`src/rtl/mem_port_arbiter.sv`:
```
// mem_port_arbiter: shares one line-wide memory port between the
// instruction-fetch and data ports, one transaction at a time, round-robin.
module mem_port_arbiter #(
    parameter int LINE_W = 128,
    parameter int ADR_W  = 12,
    parameter int SEL_W  = 16
) (
    input  logic              clk,
    input  logic              rst,
    input  logic              ifetch_read,
    input  logic [ADR_W-1:0]  ifetch_address,
    output logic [LINE_W-1:0] ifetch_rdata,
    output logic              ifetch_resp,
    input  logic              mem_read,
    input  logic              mem_write,
    input  logic [ADR_W-1:0]  mem_address,
    input  logic [LINE_W-1:0] mem_wdata,
    input  logic [SEL_W-1:0]  mem_sel,
    output logic [LINE_W-1:0] mem_rdata,
    output logic              mem_resp,
    output logic              pmem_read,
    output logic              pmem_write,
    output logic [ADR_W-1:0]  pmem_address,
    output logic [LINE_W-1:0] pmem_wdata,
    output logic [SEL_W-1:0]  pmem_sel,
    input  logic [LINE_W-1:0] pmem_rdata,
    input  logic              pmem_resp,
    output logic [31:0]       grant_count_i,
    output logic [31:0]       grant_count_d,
    output logic [31:0]       conflict_count
);

    typedef enum logic [1:0] {
        IDLE    = 2'd0,
        SERVE_I = 2'd1,
        SERVE_D = 2'd2
    } state_t;

    state_t              r_state;
    logic                r_last_d;
    logic                r_read;
    logic                r_write;
    logic [ADR_W-1:0]    r_address;
    logic [LINE_W-1:0]   r_wdata;
    logic [SEL_W-1:0]    r_sel;
    logic [31:0]         r_cnt_i;
    logic [31:0]         r_cnt_d;
    logic [31:0]         r_cnt_c;

    logic w_req_i;
    logic w_req_d;
    logic w_pick_d;

    assign w_req_i  = ifetch_read;
    assign w_req_d  = mem_read | mem_write;
    // A tie goes to the side that was not granted last.
    assign w_pick_d = w_req_d & (~w_req_i | ~r_last_d);

    // Arbitration FSM: grant in IDLE, hold latched fields until pmem_resp.
    always_ff @(posedge clk or posedge rst) begin
        if (rst) begin
            r_state   <= IDLE;
            r_last_d  <= 1'b0;
            r_read    <= 1'b0;
            r_write   <= 1'b0;
            r_address <= '0;
            r_wdata   <= '0;
            r_sel     <= '0;
            r_cnt_i   <= '0;
            r_cnt_d   <= '0;
            r_cnt_c   <= '0;
        end else begin
            unique case (r_state)
                IDLE: begin
                    if (w_req_i && w_req_d) begin
                        r_cnt_c <= r_cnt_c + 32'd1;
                    end
                    if (w_pick_d) begin
                        r_state   <= SERVE_D;
                        r_last_d  <= 1'b1;
                        r_cnt_d   <= r_cnt_d + 32'd1;
                        r_address <= mem_address;
                        r_wdata   <= mem_wdata;
                        r_sel     <= mem_sel;
                        r_write   <= mem_write;
                        r_read    <= mem_read & ~mem_write;
                    end else if (w_req_i) begin
                        r_state   <= SERVE_I;
                        r_last_d  <= 1'b0;
                        r_cnt_i   <= r_cnt_i + 32'd1;
                        r_address <= ifetch_address;
                        r_wdata   <= '0;
                        r_sel     <= '0;
                        r_write   <= 1'b0;
                        r_read    <= 1'b1;
                    end
                end
                SERVE_I, SERVE_D: begin
                    if (pmem_resp) begin
                        r_state <= IDLE;
                        r_read  <= 1'b0;
                        r_write <= 1'b0;
                    end
                end
                default: begin
                    r_state <= IDLE;
                    r_read  <= 1'b0;
                    r_write <= 1'b0;
                end
            endcase
        end
    end

    assign pmem_read      = r_read;
    assign pmem_write     = r_write;
    assign pmem_address   = r_address;
    assign pmem_wdata     = r_wdata;
    assign pmem_sel       = r_sel;
    assign ifetch_rdata   = pmem_rdata;
    assign mem_rdata      = pmem_rdata;
    assign ifetch_resp    = pmem_resp & (r_state == SERVE_I);
    assign mem_resp       = pmem_resp & (r_state == SERVE_D);
    assign grant_count_i  = r_cnt_i;
    assign grant_count_d  = r_cnt_d;
    assign conflict_count = r_cnt_c;

endmodule
```
`config.mk`:
```
export PLATFORM = sky130hd
export DESIGN_NAME = mem_port_arbiter
export DESIGN_NICKNAME = d
export VERILOG_FILES = /design/src/rtl/mem_port_arbiter.sv
export SDC_FILE = /design/constraint.sdc
export NUM_CORES = 1
export LEC_CHECK = 0
export ABC_CLOCK_PERIOD_IN_PS = 12000
export CAP_MARGIN = 20
export CORE_AREA = 2 2 318 320
export DETAILED_ROUTE_END_ITERATION = 8
export DIE_AREA = 0 0 320 322
export GPL_ROUTABILITY_DRIVEN = 1
export HOLD_SLACK_MARGIN = 0.03
export SYNTH_ARGS = -nofsm -noshare
export SYNTH_HDL_FRONTEND = slang
export SYNTH_SLANG_ARGS = --single-unit
```
`constraint.sdc`:
```
create_clock -name clk -period 12 [get_ports clk]
set_input_delay 1.8 -clock clk [delete_from_list [all_inputs] [get_ports clk]]
set_output_delay 1.8 -clock clk [all_outputs]
set_load 0.01 [all_outputs]
```
==> impl_metrics.tcl <==
set metrics [dict create \
    die_area_um2 103000 \
    async_reset_ff_share_pct 100 \
    ys.flop_type "dfrtp_1" \
    synth_seq_cells 257 \
    synth_mux_area_share_pct 1.35 \
    grt_remaining_overflow 0 \
    synthXorXnorAreaFrac_pct 6.65 \
    ctsHoldBuffers 0 \
    core_um2 99600 \
    max-cap-violations 0 \
    critical-path-max-stage-delay_ns 0.53 \
    finalSetupTns_ns 0 \
    vias_per_cell 3.38 \
    cts_sinks 257 \
    hold_path_end "grant_count_d[31]" \
    num_vias 8609 \
    cp-startpoint "pmem_resp" \
    hold_class "register to register" \
    grt_pass1_vias 8903 \
    cts_made_buffers 37 \
    timing.final.crit_share_pct 39.6 \
    final_max_slew_viol_count 0 \
    r2r_setup_slack_ns 8.69 \
    path_cells "clkdlybuf4s50_1 -> and2_1 -> clkdlybuf4s50_1" \
    cts_tree "done" \
    final_cell_mix "clkdlybuf4s50_1 (429), dfrtp_1 (257), a22o_1 (146)" \
    syn_to_final_growth_pct 42.4 \
    yosys.area_share.adder_pct 0.613 \
    crit_buf_inv 2 \
    fin_util_pct 17.5 \
    postCtsResizedCells 0 \
    yosysSeqAreaShare_pct 52.5 \
    routabilityCongestion 0.765 \
    setup_violations 0 \
    synth_cell_types 45 \
    r2r_end "pmem_wdata[61]" \
    routed_wl_um 46900 \
    power.density_nw_per_um2 227 \
    wl_per_cell_um 18.4 \
    clk_pin_slew_ns 0.05 \
    p_leak_nw 7.15 \
    placed_cell_area_um2 16100 \
    track_usage_pct 8.81 \
    grt_pass1_wl_um 65100 \
    dr.pass1.iters 4 \
    io_buffers 429 \
    yosys.area_share.simple_pct 9.21 \
    synth_top_family_by_area "buffers and inverters" \
    fmax_mhz 210 \
    synth-compound-area-share_pct 11.8 \
    antenna_found_initial 7 \
    clockRootBuffer "clkbuf_16" \
    critPathArrivalTime_ns 2.96 \
    io_pins 814 \
    cts_setup_buffers 0 \
    final_area_um2 17400 \
    syn-num-nets 1354 \
    die-width_um 320 \
    drt-initial-drc-count 368 \
    critPathTopFamily "buffers and inverters" \
    syn_inst 1046 \
    drive_gt1_share_pct 7.43 \
    status "completed" \
    start_util_pct 12.3 \
    tightest_slew_ns 1.02 \
    rows 116 \
    grt_max_degree 88 \
    r2r_cells 7 \
    critPathKind "primary input to primary output" \
    finalHoldViolCount 0 \
    die_h_um 322 \
    drc 0 \
    slowest_stage "clkdlybuf4s50_1" \
    syn_area_per_cell_um2 11.7 \
    timing.slew.headroom_pct 32.2 \
    hold_depth 1 \
    synth_edf_count 0 \
    htree_num_levels 2 \
    nets 1531 \
    hold_slack_ns 0.473 \
    clk_latency_ns 0.57 \
    dp.final_hpwl_um 35800 \
    hold_start "grant_count_d[31]" \
    clockBufferDepth 3 \
    final_antenna_net_count 0 \
    p_total_mw 3.97 \
    clock-skew-final_ns 0.0137 \
    r2r-start "r_state[0]" \
    startpoint_type "primary input" \
    peakVddDrop_uv 104 \
    final_common_cell "clkdlybuf4s50_1" \
    rsz0062_at_grt "false" \
    cpMostUsedCell "clkdlybuf4s50_1" \
    layout_min_cycle_time_ns 4.76 \
    critPathRequiredTime_ns 10.20 \
    cp_max_fo 3 \
    yosys_warnings 0 \
    end_kind "primary output" \
    syn_area_um2 12300 \
]
synthesized netlist by cell type (2+ instances only):
| library cell | number | area share (%) |
|---|---|---|
| buf_4 | 258 | 16 |
| dfrtp_1 | 257 | 52 |
| a22o_1 | 146 | 10 |
| xnor2_1 | 54 | 3.9 |
| nand2_1 | 43 | 1.3 |
| xor2_1 | 39 | 2.8 |
| nand4_1 | 30 | 1.5 |
| nand3_1 | 26 | 1.1 |
| buf_2 | 25 | 1.0 |
| and3_1 | 16 | 0.82 |
| clkbuf_1 | 16 | 0.49 |
| and4_1 | 14 | 1.0 |
| nor3_1 | 14 | 0.57 |
| inv_1 | 13 | 0.40 |
| nor2_1 | 13 | 0.40 |
| mux2i_1 | 12 | 0.98 |
| nor4_1 | 12 | 0.61 |
| o21ai_0 | 12 | 0.49 |
| and2_1 | 7 | 0.36 |
| ha_1 | 6 | 0.61 |
| nor4_2 | 5 | 0.51 |
| mux2_2 | 4 | 0.37 |
| buf_6 | 2 | 0.18 |
per-layer routing:
layer	global-route usage [%]	wire length [um]	up-vias	share of wire, %
li1	-	-	3791	-
met1	9.69	17900	4149	38
met2	12.7	19800	538	42
met3	6.06	7040	119	15
met4	4.48	2100	12	4.5
met5	0.615	147	-	0.31
power breakdown:
part,total [mW],internal (mW),switching [mW],leakage (nW)
Sequential,1.34,1.14,0.205,3.30
Combinational,1.46,0.751,0.704,3.22
Clock,1.17,0.724,0.446,0.629
state kept, by name (all words and copies together) (netlist names):
| signal | count |
|---|---|
| conflict_count | 32 |
| grant_count_d | 32 |
| grant_count_i | 32 |
| pmem_address | 12 |
| pmem_read | 1 |
| pmem_sel | 16 |
| pmem_wdata | 128 |
| pmem_write | 1 |
| r_last_d | 1 |
| r_state | 2 |
logic make-up (layout without fill, tap and decap cells):
kind of cell | count (synthesis) | in the layout
simple gates | 193 | 193
other cells | 0 | 1
compound gates | 167 | 167
buf+inv | 314 | 519
fa+ha+maj | 6 | 6
xor+xnor | 93 | 93
mux | 16 | 16
flops | 257 | 257
metrics by stage:
step           std cells  setup slack, ns
2_1_floorplan       1046             3.13
5_1_grt             2550             7.14
3_5_place_dp        2481             6.82
6_report            2550             7.24
4_1_cts             2548             7.24
3_3_place_gp        2480             6.84
worst max path at each step:
stage          cells after the start           endpoint  slack [ns]
6_report                           3        ifetch_resp        7.24
2_1_floorplan                      1  conflict_count[0]        3.13
3_5_place_dp                       5     pmem_wdata[32]        6.82
3_3_place_gp                       5     pmem_wdata[37]        6.84
4_1_cts                            3        ifetch_resp        7.24
5_1_grt                            5     pmem_wdata[39]        7.14
layout make-up:
| type | count | area, um2 |
|---|---|---|
| clock inverters | 18 | 221 |
| clock buffers | 49 | 1080 |
| diodes | 1 | 2.50 |
| multi-input cells | 475 | 3640 |
| fillers | 10988 | 82100 |
| inverters | 13 | 56.3 |
| well taps | 1298 | 1620 |
| repair buffers | 439 | 4390 |
| flip-flops and latches | 257 | 6430 |
Power figures use the tool's default switching activity.
